**src/rtl/clock_pkg.sv**
```systemverilog
// Shared definitions for the clock tick scheduler.
// Holds the FSM state encoding, the default timing constants and a helper
// that sizes modulo counters from their modulus.
package clock_pkg;

    typedef enum logic [1:0] {
        ST_STOP = 2'd0,
        ST_RUN  = 2'd1,
        ST_FAST = 2'd2
    } state_e;

    localparam int DIV_1K_DEF     = 100000;
    localparam int MS_PER_SEC_DEF = 1000;
    localparam int FAST_MS_DEF    = 100;
    localparam int BLINK_MS_DEF   = 250;

    // Counter width for modulus n; a modulus of 1 still needs one bit
    function automatic int cnt_width(input int n);
        return (n > 1) ? $clog2(n) : 1;
    endfunction

endpackage

```
**src/rtl/mod_counter.sv**
```systemverilog
// Generic modulo-N counter with enable and synchronous clear.
// Ports:
//   clk_i   - clock, rising edge
//   rst_ni  - asynchronous active-low reset
//   clr_i   - synchronous clear to 0 (has priority over en_i)
//   en_i    - advance by one, wrapping N-1 -> 0
//   cnt_o   - current count
//   wrap_o  - high while enabled at N-1, i.e. on the cycle the counter wraps
module mod_counter
    import clock_pkg::*;
#(
    parameter int N = 4
) (
    input  logic                    clk_i,
    input  logic                    rst_ni,
    input  logic                    clr_i,
    input  logic                    en_i,
    output logic [cnt_width(N)-1:0] cnt_o,
    output logic                    wrap_o
);

    localparam int            W    = cnt_width(N);
    localparam logic [W-1:0]  LAST = W'(N - 1);

    logic [W-1:0] cnt_q;
    logic [W-1:0] cnt_d;

    assign wrap_o = en_i & (cnt_q == LAST);
    assign cnt_o  = cnt_q;

    // Next count: clear, wrap at N-1, increment, or hold
    always_comb begin
        cnt_d = cnt_q;
        if (clr_i) begin
            cnt_d = '0;
        end else if (en_i) begin
            cnt_d = (cnt_q == LAST) ? '0 : cnt_q + W'(1);
        end else begin
            cnt_d = cnt_q;
        end
    end

    // Count register
    always_ff @(posedge clk_i or negedge rst_ni) begin
        if (!rst_ni) begin
            cnt_q <= '0;
        end else begin
            cnt_q <= cnt_d;
        end
    end

endmodule

```
**src/rtl/tick_scheduler.sv**
```systemverilog
// Tick scheduler for a digital clock: derives a millisecond strobe from the
// system clock, a display scan select, a setting-mode blink wave, and a
// seconds-advance strobe whose rate depends on the STOP/RUN/FAST state.
// Ports:
//   clk_i       - system clock, rising edge
//   reset       - asynchronous active-low reset
//   start_i     - pulse, STOP -> RUN
//   stop_i      - pulse, RUN/FAST -> STOP (wins over start_i)
//   fast_i      - level, selects FAST while counting
//   tick_1k_o   - one-cycle millisecond strobe
//   sec_tick_o  - one-cycle seconds-advance strobe
//   blink_o     - blink square wave
//   scan_sel_o  - rotating digit select 0..3
//   state_o     - current state (STOP=0, RUN=1, FAST=2)
// FAST_MS must not exceed MS_PER_SEC: both rates share one ms counter.
module tick_scheduler
    import clock_pkg::*;
#(
    parameter int DIV_1K     = DIV_1K_DEF,
    parameter int MS_PER_SEC = MS_PER_SEC_DEF,
    parameter int FAST_MS    = FAST_MS_DEF,
    parameter int BLINK_MS   = BLINK_MS_DEF
) (
    input  logic       clk_i,
    input  logic       reset,
    input  logic       start_i,
    input  logic       stop_i,
    input  logic       fast_i,
    output logic       tick_1k_o,
    output logic       sec_tick_o,
    output logic       blink_o,
    output logic [1:0] scan_sel_o,
    output logic [1:0] state_o
);

    localparam int                PRE_W     = cnt_width(DIV_1K);
    localparam int                BLK_W     = cnt_width(BLINK_MS);
    localparam int                MS_W      = cnt_width(MS_PER_SEC);
    localparam logic [MS_W-1:0]   FAST_LAST = MS_W'(FAST_MS - 1);

    state_e            state_q;
    state_e            state_d;
    logic              tick_q;
    logic              sec_q;
    logic              sec_d;
    logic              blink_q;
    logic [1:0]        scan_q;

    logic [PRE_W-1:0]  pre_cnt_s;
    logic              pre_wrap_s;
    logic [BLK_W-1:0]  blink_cnt_s;
    logic              blink_wrap_s;
    logic [MS_W-1:0]   ms_cnt_s;
    logic              ms_wrap_s;
    logic              ms_clr_s;
    logic              fast_wrap_s;
    logic              state_chg_s;
    logic              unused_s;

    // Only the wrap strobes of these two counters matter here
    assign unused_s = ^{pre_cnt_s, blink_cnt_s};

    mod_counter #(.N(DIV_1K)) u_prescaler (
        .clk_i  (clk_i),
        .rst_ni (reset),
        .clr_i  (1'b0),
        .en_i   (1'b1),
        .cnt_o  (pre_cnt_s),
        .wrap_o (pre_wrap_s)
    );

    mod_counter #(.N(BLINK_MS)) u_blink_cnt (
        .clk_i  (clk_i),
        .rst_ni (reset),
        .clr_i  (1'b0),
        .en_i   (pre_wrap_s),
        .cnt_o  (blink_cnt_s),
        .wrap_o (blink_wrap_s)
    );

    mod_counter #(.N(MS_PER_SEC)) u_ms_cnt (
        .clk_i  (clk_i),
        .rst_ni (reset),
        .clr_i  (ms_clr_s),
        .en_i   (pre_wrap_s),
        .cnt_o  (ms_cnt_s),
        .wrap_o (ms_wrap_s)
    );

    // FAST shares the ms counter and wraps it early by clearing it
    assign fast_wrap_s = pre_wrap_s & (ms_cnt_s == FAST_LAST);
    assign state_chg_s = (state_d != state_q);

    // State register
    always_ff @(posedge clk_i or negedge reset) begin
        if (!reset) begin
            state_q <= ST_STOP;
        end else begin
            state_q <= state_d;
        end
    end

    // Next-state logic; stop_i has priority over everything else
    always_comb begin
        state_d = state_q;
        case (state_q)
            ST_STOP: begin
                if (start_i && !stop_i) begin
                    state_d = ST_RUN;
                end else begin
                    state_d = ST_STOP;
                end
            end
            ST_RUN: begin
                if (stop_i) begin
                    state_d = ST_STOP;
                end else if (fast_i) begin
                    state_d = ST_FAST;
                end else begin
                    state_d = ST_RUN;
                end
            end
            ST_FAST: begin
                if (stop_i) begin
                    state_d = ST_STOP;
                end else if (!fast_i) begin
                    state_d = ST_RUN;
                end else begin
                    state_d = ST_FAST;
                end
            end
            default: state_d = ST_STOP;
        endcase
    end

    // State-dependent ms counter control and seconds strobe; any state
    // change clears the interval and suppresses the strobe
    always_comb begin
        ms_clr_s = 1'b1;
        sec_d    = 1'b0;
        case (state_q)
            ST_RUN: begin
                ms_clr_s = state_chg_s;
                sec_d    = ms_wrap_s & ~state_chg_s;
            end
            ST_FAST: begin
                ms_clr_s = state_chg_s | fast_wrap_s;
                sec_d    = fast_wrap_s & ~state_chg_s;
            end
            default: begin
                ms_clr_s = 1'b1;
                sec_d    = 1'b0;
            end
        endcase
    end

    // Output registers; scan select advances the cycle after each ms strobe
    always_ff @(posedge clk_i or negedge reset) begin
        if (!reset) begin
            tick_q  <= 1'b0;
            sec_q   <= 1'b0;
            blink_q <= 1'b0;
            scan_q  <= 2'd0;
        end else begin
            tick_q  <= pre_wrap_s;
            sec_q   <= sec_d;
            blink_q <= blink_q ^ blink_wrap_s;
            scan_q  <= scan_q + {1'b0, tick_q};
        end
    end

    assign tick_1k_o  = tick_q;
    assign sec_tick_o = sec_q;
    assign blink_o    = blink_q;
    assign scan_sel_o = scan_q;
    assign state_o    = state_q;

endmodule

```
**config.mk**
```make
export PLATFORM = sky130hd
export DESIGN_NAME = tick_scheduler
export DESIGN_NICKNAME = d
export VERILOG_FILES = /design/src/rtl/clock_pkg.sv /design/src/rtl/mod_counter.sv /design/src/rtl/tick_scheduler.sv
export SDC_FILE = /design/constraint.sdc
export NUM_CORES = 1
export LEC_CHECK = 0
export CAP_MARGIN = 25
export CORE_MARGIN = 2
export CORE_UTILIZATION = 66
export CTS_BUF_LIST = sky130_fd_sc_hd__clkbuf_2
export CTS_CLUSTER_DIAMETER = 30
export DETAILED_ROUTE_END_ITERATION = 6
export GPL_ROUTABILITY_DRIVEN = 0
export PLACE_DENSITY_LB_ADDON = 0.1
export SKIP_CTS_REPAIR_TIMING = 1
export SYNTH_ARGS = -nofsm -noshare
export SYNTH_HDL_FRONTEND = slang
export SYNTH_SLANG_ARGS = --single-unit
```
**constraint.sdc**
```tcl
create_clock -name clk_i -period 6.2 [get_ports clk_i]
set_clock_uncertainty 0.2 [all_clocks]
set_input_delay 1.24 -clock clk_i [delete_from_list [all_inputs] [get_ports clk_i]]
set_output_delay 1.24 -clock clk_i [all_outputs]
set_load 0.02 [all_outputs]
```
==> results.txt, run 1 <==
r2r setup slk: 3.26 ns
Post-Place Cells: 268
overall power: 0.000498 W
hpwl dp: 2770 um
via count: 1,688
initial DRC count: 126
Final TNS setup: 0 ns
crit path cell chain: clkdlybuf4s50_1 > nand2b_1 > a211oi_1 > mux2i_1 > o22a_1 > nor3_1
ys async rst share: 100%
Detail Route Antenna Nets: 0
Simple-Gate Fraction of Synth Area: 25.5%
proportion of synthesized area in mux cells: 0.975%
Slowest Stage Delay on Critical Path: 0.46 ns
Crit path max-delay family: compound AO/OA/AOI/OAI gates
total I/O pin count: 12
vias in the first global route: 1,564
routed len/inst: 14.9 um
Post-Synthesis Cells: 219
die footprint: 3780 um2
DR DRC count: 0
Crit path arrival time: 3.04 ns
share of cells above drive strength 1: 6.03%
Final Hold Viols: 0
CTS Buf Count: 5
antenna violations before repair: 0
Power Density: 207 nW/um2
core area: 3100 um2
Bufs and invs on worst path: 1
global-route wire length before repair: 6980 um
Final setup viols: 0
Post-Route WL: 4110 um
Worst Setup End Kind: flip-flop
register area share after synthesis: 48.2%
start point of the worst hold path: scan_sel_o[1]
pins over their slew limit: 0
Seq cells post-synth: 42
max frequency: 0.339 GHz
Worst Tran Pin Value: 0.900 ns
Compound-Gate Fraction of Synth Area: 10.9%
CTS tree: built
Synth-to-Final Area Change: 10.2%
Via density: 6.12
gr usage total: 24.7%
Setup crit start kind: input pin
Finished Layout Cells: 276
total number of H-tree levels: 2
post-synthesis area per instance: 9.96 um2
xor and xnor area share after synthesis: 6.83%
post-synthesis adder-cell area fraction: 5.16%
CTS sink count: 42
initial cell density of the core: 70.3%
maximum root-to-sink buffer count: 2
Pleak: 0.983 nW
slowest stage cell, crit path: clkdlybuf4s50_1
final hold slack: 0.292 ns
yosys warns: 0
ranking of synthesized cells by area: dfrtp_1, ha_1, nand2_1, xnor2_1, a211oi_1
status: completed
Max VDD drop: 0.133 mV
largest family of logic cells by synthesized area: simple AND/OR/NAND/NOR gates
CP Data Required Time: 6.29 ns
Synth top area share: 48.2%
CTS clock-pin slew for the worst setup and hold paths: 0.23 ns
RSZ-0062 raised after global routing: false
CP Launch Point: fast_i
Nets: 245
Mapped Area: 2180 um2
syn nets: 233
Root Buffer: clkbuf_2
EDFF count, synth: 0
TritonRoute pass-1 iters: 5
I/O Buffers: 11
Die W: 61.5 um
max_slew headroom: 40.0%
Synth Flop Type: dfrtp_1
max cap viols: 0
Hold/Removal Path Class: flip-flop to flip-flop
worst reg2reg path startpoint: u_prescaler.cnt_o[0]
Die Y-Extent: 61.5 um
Clk Latency, worst-skew pair: 0.41 ns
Distinct cells, synth: 38
site row count: 20
largest net degree at the start of global routing: 43
ant diodes: 0
post-synth top area cell: dfrtp_1
minimum clock period: 2.95 ns
CP max FO: 10
kind of critical path: input pin to flip-flop
grt ovf: 0
period utilization: 47.5%
==> worst register-to-register path, stage by stage (launching register included) <==
cell	delay, ns
dfrtp_1	0.43
ha_1	0.22
and4_1	0.31
nand4_1	0.71
or4_1	0.76
a211oi_1	0.24
==> final cells by class <==
class / count / area, um2
Multi-Input combinational cell: 164 / 1080
Sequential cell: 42 / 1050
Fill cell: 223 / 699
Timing Repair Buffer: 12 / 110
Clock inverter: 3 / 63.8
Tap cell: 44 / 55.1
Clock buffer: 5 / 25.0
Inverter: 6 / 22.5
==> power breakdown <==
group          switching [W]  total (W)  internal, W
Sequential        0.00000148   0.000277     0.000275
Clock              0.0000894   0.000197     0.000107
Combinational      0.0000168  0.0000246   0.00000774
==> cell usage in the layout, fill, tap and decap left out, types with 2 or more instances in the layout <==
cell	n
clkinv_1	2
nand2b_1	3
nand4_1	7
clkdlybuf4s50_1	10
a21oi_1	6
nor3_1	8
xor2_1	8
a31oi_1	3
bufinv_16	2
nor2_1	13
xnor2_1	9
nand3b_1	2
dfrtp_1	42
and3_1	3
nand2_1	23
nand3_1	10
a211oi_1	10
nor3b_1	2
nor2b_1	3
inv_1	5
o21ai_0	15
or4_1	4
and2_1	2
clkbuf_2	5
or3_1	4
and4_1	5
o31ai_1	4
ha_1	9
buf_2	2
and4b_1	2
==> cell usage after synthesis (2+ instances only) <==
cell type / instances
dfrtp_1: 42
nand2_1: 23
o21ai_0: 15
nor2_1: 13
a211oi_1: 10
nand3_1: 10
ha_1: 9
xnor2_1: 9
nor3_1: 8
xor2_1: 8
nand4_1: 7
a21oi_1: 6
and4_1: 5
clkbuf_1: 5
inv_1: 5
o31ai_1: 4
or3_1: 4
or4_1: 4
a31oi_1: 3
and3_1: 3
nand2b_1: 3
nor2b_1: 3
and2_1: 2
and4b_1: 2
nand3b_1: 2
nor3b_1: 2
==> per-stage QoR <==
step           area [um2]  utilization (%)  setup slack [ns]
2_1_floorplan        2180                -              3.46
3_3_place_gp         2310             74.4              2.95
3_5_place_dp         2310             74.6              2.85
4_1_cts              2400             77.5              3.24
5_1_grt              2400             77.5              3.01
6_report             2400             77.5              3.25
==> sequential cells by signal (all words and copies together), names as in the netlist <==
name               flops
blink_o                1
state_o                2
u_ms_cnt.cnt_o        10
u_blink_cnt.cnt_o      8
scan_sel_o             2
sec_tick_o             1
tick_1k_o              1
u_prescaler.cnt_o     17
==> worst paths after layout <==
| check | end | depth (start not counted) |
|---|---|---|
| worst min-delay path | scan_sel_o[1] | 1 |
| max in group asynchronous | u_blink_cnt.cnt_o[3] | 1 |
| worst min register to register | scan_sel_o[1] | 1 |
| worst max-delay path | u_ms_cnt.cnt_o[2] | 6 |
| worst max register to register | u_ms_cnt.cnt_o[5] | 5 |
| min in group asynchronous | u_prescaler.cnt_o[13] | 1 |
==> cell families (layout without fill, tap and decap cells) <==
group                      Yosys count  in the layout
AOI/OAI and AO/OA                   39             39
buffers and inverters               13             26
adders and majority gates            9              9
muxes                                2              2
xor gates and xnor gates            17             17
DFF                                 42             42
and+or+nand+nor                     97             97
==> routing by layer <==
metal  routed length, um  global-route usage (%)
met4                  15                    7.29
met3                 204                    5.67
met1                1930                    33.6
met2                1960                    39.8
met5                   0                       0
(Power assumes the default switching activity.)
==> run 2: changes to the inputs <==
--- a/config.mk
+++ b/config.mk
@@ -7,7 +7,7 @@
 export LEC_CHECK = 0
 export CAP_MARGIN = 25
 export CORE_MARGIN = 2
-export CORE_UTILIZATION = 66
+export CORE_UTILIZATION = 55
 export CTS_BUF_LIST = sky130_fd_sc_hd__clkbuf_2
 export CTS_CLUSTER_DIAMETER = 30
 export DETAILED_ROUTE_END_ITERATION = 6
==> constraint.sdc (replaced) <==
create_clock -name clk_i -period 2.6 [get_ports clk_i]
set_clock_uncertainty 0.2 [all_clocks]
set_input_delay 0.52 -clock clk_i [delete_from_list [all_inputs] [get_ports clk_i]]
set_output_delay 0.52 -clock clk_i [all_outputs]
set_load 0.02 [all_outputs]
==> run 2 against run 1 <==
  * Cell area grew 0.42%
  * First-iteration DRC count increased by 25%
  * Wire length is 8.3% higher
  * Largest cell class unchanged
==> results.txt, run 2 (synthesized netlist as in run 1, its figures left out) <==
initial cell density of the core: 58.3% (was 70.3%)
Seq pwr share: 65.7% (was 55.6%)
via count: 1,694 (was 1,688)
max frequency: 0.420 GHz
period utilization: 91.7%
RSZ-0062 raised after global routing: false (unchanged)
gr usage total: 23.3% (was 24.7%)
r2r setup slk: 0.22 ns (was 3.26 ns)
total I/O pin count: 12 (unchanged)
I/O Buffers: 11 (unchanged)
share of cells above drive strength 1: 7.59% (was 6.03%)
Die W: 67.0 um (was 61.5 um)
Via density: 5.94 (was 6.12)
Max VDD drop: 0.295 mV (was 0.133 mV)
worst reg2reg path startpoint: u_prescaler.cnt_o[0] (unchanged)
antenna violations before repair: 0 (unchanged)
ant diodes: 0 (unchanged)
max reg flops: 17 (unchanged)
Sw Ratio: 25.9% (was 21.6%)
Pleak: 0.993 nW (was 0.983 nW)
core area: 3740 um2 (was 3100 um2)
global-route wire length before repair: 7680 um (was 6980 um)
hpwl dp: 3170 um (was 2770 um)
Power Density: 416 nW/um2 (was 207 nW/um2)
kind of critical path: flip-flop to flip-flop (was input pin to flip-flop)
max cap viols: 0 (unchanged)
CTS clock-pin slew for the worst setup and hold paths: 0.19 ns (was 0.23 ns)
most frequent cells in the layout: dfrtp_1, nand2_1, o21ai_0 (unchanged)
TritonRoute pass-1 iters: 4 (was 5)
routed len/inst: 15.6 um (was 14.9 um)
clock power share: 27.9% (was 39.5%)
R2R cell count: 6 (was 5)
CTS sink count: 42 (unchanged)
fillers: 316 (was 223)
Root Buffer: clkbuf_2 (unchanged)
Post-Route WL: 4460 um (was 4110 um)
commonest non-fill, non-tap cell in the layout: dfrtp_1 (unchanged)
site row count: 22 (was 20)
Detail Route Antenna Nets: 0 (unchanged)
Final TNS setup: 0 ns (unchanged)
Worst Setup End Kind: flip-flop (unchanged)
Synth-to-Final Area Change: 10.7% (was 10.2%)
minimum clock period: 2.38 ns
die footprint: 4480 um2 (was 3780 um2)
reg2reg end: u_ms_cnt.cnt_o[3] (was u_ms_cnt.cnt_o[5])
Crit path arrival time: 2.51 ns (was 3.04 ns)
Die Y-Extent: 67.0 um (was 61.5 um)
Comb power frac: 6.4% (was 4.9%)
Final Hold Viols: 0 (unchanged)
vias in the first global route: 1,711 (was 1,564)
maximum root-to-sink buffer count: 2 (unchanged)
CP Data Required Time: 2.73 ns (was 6.29 ns)
Setup crit start kind: flip-flop (was input pin)
pins over their slew limit: 0 (unchanged)
grt ovf: 0 (unchanged)
Pint: 0.000744 W (was 0.000390 W)
CTS tree: built (unchanged)
CP max FO: 24 (was 10)
Nets: 250 (was 245)
hold worst-path end: blink_o (was scan_sel_o[1])
Clk Latency, worst-skew pair: 0.42 ns (was 0.41 ns)
DR DRC count: 0 (unchanged)
NetSw: 0.000260 W (was 0.000108 W)
start point of the worst hold path: blink_o (was scan_sel_o[1])
CTS Buf Count: 5 (unchanged)
overall power: 0.00100 W (was 0.000498 W)
Worst Tran Pin Value: 0.811 ns (was 0.900 ns)
max_slew headroom: 45.5% (was 40.0%)
initial DRC count: 158 (was 126)
hold path depth: 1 (unchanged)
total number of H-tree levels: 2 (unchanged)
largest net degree at the start of global routing: 27 (was 43)
status: completed (unchanged)
Hold/Removal Path Class: flip-flop to flip-flop (unchanged)
Final setup viols: 0 (unchanged)
Util after Layout: 64.5% (was 77.5%)
==> run 2: cell types whose count changed in the layout (fill, tap and decap cells not counted), sizes merged <==
cell	before	now
buf	2	6
bufinv	2	0
dlygate4sd3	0	1
clkinv	2	3
clkbuf	5	6
==> run 2: final cells by class <==
type / count / area (um2) / area share (%)
Multi-Input combinational cell: 164 / 1080 / 44.6
Sequential cell: 42 / 1050 / 43.5
Timing Repair Buffer: 17 / 165 / 6.84
Tap cell: 48 / 60.1 / 2.49
Clock buffer: 6 / 30.0 / 1.24
Inverter: 6 / 22.5 / 0.933
Clock inverter: 2 / 8.76 / 0.363
==> run 2: how the worst max path moves through the flow <==
| stage | from | to | depth (start not counted) |
|---|---|---|---|
| after floorplan | state_o[0] | u_ms_cnt.cnt_o[1] | 8 |
| after global placement | fast_i | u_ms_cnt.cnt_o[1] | 7 |
| after detailed placement | fast_i | u_ms_cnt.cnt_o[7] | 7 |
| after CTS | u_prescaler.cnt_o[0] | u_ms_cnt.cnt_o[3] | 6 |
| after global routing | u_prescaler.cnt_o[0] | u_ms_cnt.cnt_o[3] | 6 |
| final | u_prescaler.cnt_o[0] | u_ms_cnt.cnt_o[3] | 6 |
==> run 2: through the flow <==
step                instance area [um2]  cells  setup WS, ns  hold WS, ns
detailed placement                 2360    276        0.0705        0.261
finish                             2410    285         0.217        0.293
global placement                   2360    276         0.164        0.243
floorplan                          2180    219         0.225       0.0244
CTS                                2400    284         0.206       -0.231
global route                       2410    285        0.0418        0.306
==> run 2: power groups by stage <==
stage	combinational, W	clock (W)	sequential [W]
floorplan	0.0000257	0	0.000674
detailed placement	0.0000635	0	0.000671
global route	0.0000709	0.000319	0.000661
global placement	0.0000607	0	0.000671
finish	0.0000639	0.000280	0.000660
CTS	0.0000639	0.000287	0.000660
==> run 2: critical path, cell delays in order (launching register included) <==
cell	delay, ns
dfrtp_1	0.43
ha_1	0.21
and4_1	0.30
nand4_1	0.18
buf_12	0.21
or4_1	0.51
a211oi_1	0.26
==> run 2: routing by layer <==
layer	track usage, %	part of all wire (%)	up-vias
met5	0	0	-
met2	41.5	50	31
li1	-	-	824
met1	27.3	44	829
met4	9.95	2.2	0
met3	4.05	4.0	10
==> run 3: changes to the inputs <==
--- a/config.mk
+++ b/config.mk
@@ -6,7 +6,8 @@
 export NUM_CORES = 1
 export LEC_CHECK = 0
 export CAP_MARGIN = 25
-export CORE_MARGIN = 2
+export CORE_ASPECT_RATIO = 0.5
+export CORE_MARGIN = 3
 export CORE_UTILIZATION = 55
 export CTS_BUF_LIST = sky130_fd_sc_hd__clkbuf_2
 export CTS_CLUSTER_DIAMETER = 30
==> run 3 against run 2 <==
  * Final cell count rose by 2.1%
  * Via count fell by 2.5%
  * First-iteration DRC count fell by 73%
  * Critical path depth did not move
  * Clock power fell by 4%
  * Fmax rose by 1.2%
  * Total power fell by 1.3%
  * Setup slack improved by 0.028 ns
  * Clock-buffer cell count did not move
  * Sequential power barely moved
  * Critical path type unchanged
==> results.txt, run 3 (synthesized netlist as in run 1, its figures left out) <==
status: completed (unchanged)
Crit path arrival time: 2.47 ns (was 2.51 ns)
most frequent cells in the layout: dfrtp_1, nand2_1, o21ai_0 (unchanged)
ant diodes: 0 (unchanged)
routed len/inst: 13.8 um (was 15.6 um)
CTS clock-pin slew for the worst setup and hold paths: 0.21 ns (was 0.19 ns)
Setup crit start kind: flip-flop (unchanged)
maximum root-to-sink buffer count: 2 (unchanged)
Synth-to-Final Area Change: 11.3% (was 10.7%)
Via density: 5.68 (was 5.94)
CTS sink count: 42 (unchanged)
CP Data Required Time: 2.71 ns (was 2.73 ns)
TritonRoute pass-1 iters: 4 (unchanged)
initial DRC count: 42 (was 158)
Worst Setup End Kind: flip-flop (unchanged)
total number of H-tree levels: 2 (unchanged)
overall power: 0.000991 W (was 0.00100 W)
Hold/Removal Path Class: flip-flop to flip-flop (unchanged)
Final Hold Viols: 0 (unchanged)
global-route wire length before repair: 7110 um (was 7680 um)
pins over their slew limit: 0 (unchanged)
DR DRC count: 0 (unchanged)
kind of critical path: flip-flop to flip-flop (unchanged)
via count: 1,652 (was 1,694)
share of cells above drive strength 1: 8.75% (was 7.59%)
gr usage total: 19.1% (was 23.3%)
antenna violations before repair: 0 (unchanged)
CTS tree: built (unchanged)
Post-Route WL: 4030 um (was 4460 um)
Power Density: 408 nW/um2 (was 416 nW/um2)
Die W: 95.1 um (was 67.0 um)
Worst Tran Pin Value: 0.523 ns (was 0.811 ns)
initial cell density of the core: 60.2% (was 58.3%)
minimum clock period: 2.36 ns (was 2.38 ns)
core area: 3620 um2 (was 3740 um2)
CP max FO: 24 (unchanged)
max frequency: 0.425 GHz (was 0.420 GHz)
Final TNS setup: 0 ns (unchanged)
site row count: 15 (was 22)
hpwl dp: 2880 um (was 3170 um)
CTS Buf Count: 5 (unchanged)
Die Y-Extent: 50.5 um (was 67.0 um)
largest net degree at the start of global routing: 25 (was 27)
Root Buffer: clkbuf_2 (unchanged)
final hold slack: 0.283 ns (was 0.293 ns)
die footprint: 4800 um2 (was 4480 um2)
period utilization: 90.6% (was 91.7%)
Nets: 253 (was 250)
total I/O pin count: 12 (unchanged)
Clk Latency, worst-skew pair: 0.39 ns (was 0.42 ns)
Max VDD drop: 0.228 mV (was 0.295 mV)
Final setup viols: 0 (unchanged)
max_slew headroom: 65.1% (was 45.5%)
Detail Route Antenna Nets: 0 (unchanged)
Finished Cell Area: 2430 um2 (was 2410 um2)
RSZ-0062 raised after global routing: false (unchanged)
vias in the first global route: 1,554 (was 1,711)
Pleak: 1.00 nW (was 0.993 nW)
commonest non-fill, non-tap cell in the layout: dfrtp_1 (unchanged)
grt ovf: 0 (unchanged)
area post-placement: 2380 um2 (was 2360 um2)
max cap viols: 0 (unchanged)
I/O Buffers: 11 (unchanged)
max reg flops: 17 (unchanged)
run 3: cell types whose count changed in the layout (fill, tap and decap cells not counted):
cell and delta:
buf_4 +4, buf_12 -1
run 3: worst paths after layout:
path                                      start               endpoint  slack (ns)  cells past startpoint
max                        u_prescaler.cnt_o[0]      u_ms_cnt.cnt_o[3]        0.24                      6
min                               scan_sel_o[1]          scan_sel_o[1]        0.28                      1
max reg2reg                u_prescaler.cnt_o[0]      u_ms_cnt.cnt_o[3]        0.24                      6
min in group asynchronous                 reset   u_blink_cnt.cnt_o[6]        0.41                      2
max in group asynchronous                 reset  u_prescaler.cnt_o[13]        1.22                      3
min reg2reg                       scan_sel_o[1]          scan_sel_o[1]        0.28                      1
run 3: where the power goes:
part	switching, W	total, W	internal, W
combinational	0.0000398	0.0000627	0.0000229
sequential	0.00000336	0.000660	0.000656
clock	0.000203	0.000269	0.0000663
run 3: final cells by class:
| type | instances | area (um2) |
|---|---|---|
| clock buffers | 6 | 30.0 |
| fillers | 294 | 1190 |
| inverters | 6 | 22.5 |
| well taps | 51 | 63.8 |
| flip-flops and latches | 42 | 1050 |
| repair buffers | 20 | 175 |
| multi-input cells | 164 | 1080 |
| clock inverters | 2 | 8.76 |
run 3: layer usage:
| layer | vias up | global-route usage [%] | wire length, um |
|---|---|---|---|
| met2 | 22 | 28.5 | 1770 |
| met4 | 0 | 5.02 | 30 |
| met3 | 5 | 5.39 | 155 |
| li1 | 834 | - | - |
| met1 | 791 | 27.5 | 2070 |
| met5 | - | 0 | 0 |
run 3: critical path, stage by stage, from the launching register on:
cell	delay, ns
dfrtp_1	0.43
ha_1	0.22
and4_1	0.32
nand4_1	0.11
buf_4	0.22
or4_1	0.51
a211oi_1	0.25
run 3: through the flow:
step | instances | util (%) | setup WS [ns]
after global placement | 282 | 65.7 | 0.168
after global routing | 291 | 67.0 | 0.0566
final | 291 | 67.0 | 0.245
after floorplan | 219 | - | 0.225
after detailed placement | 282 | 65.7 | 0.118
after CTS | 290 | 66.7 | 0.243
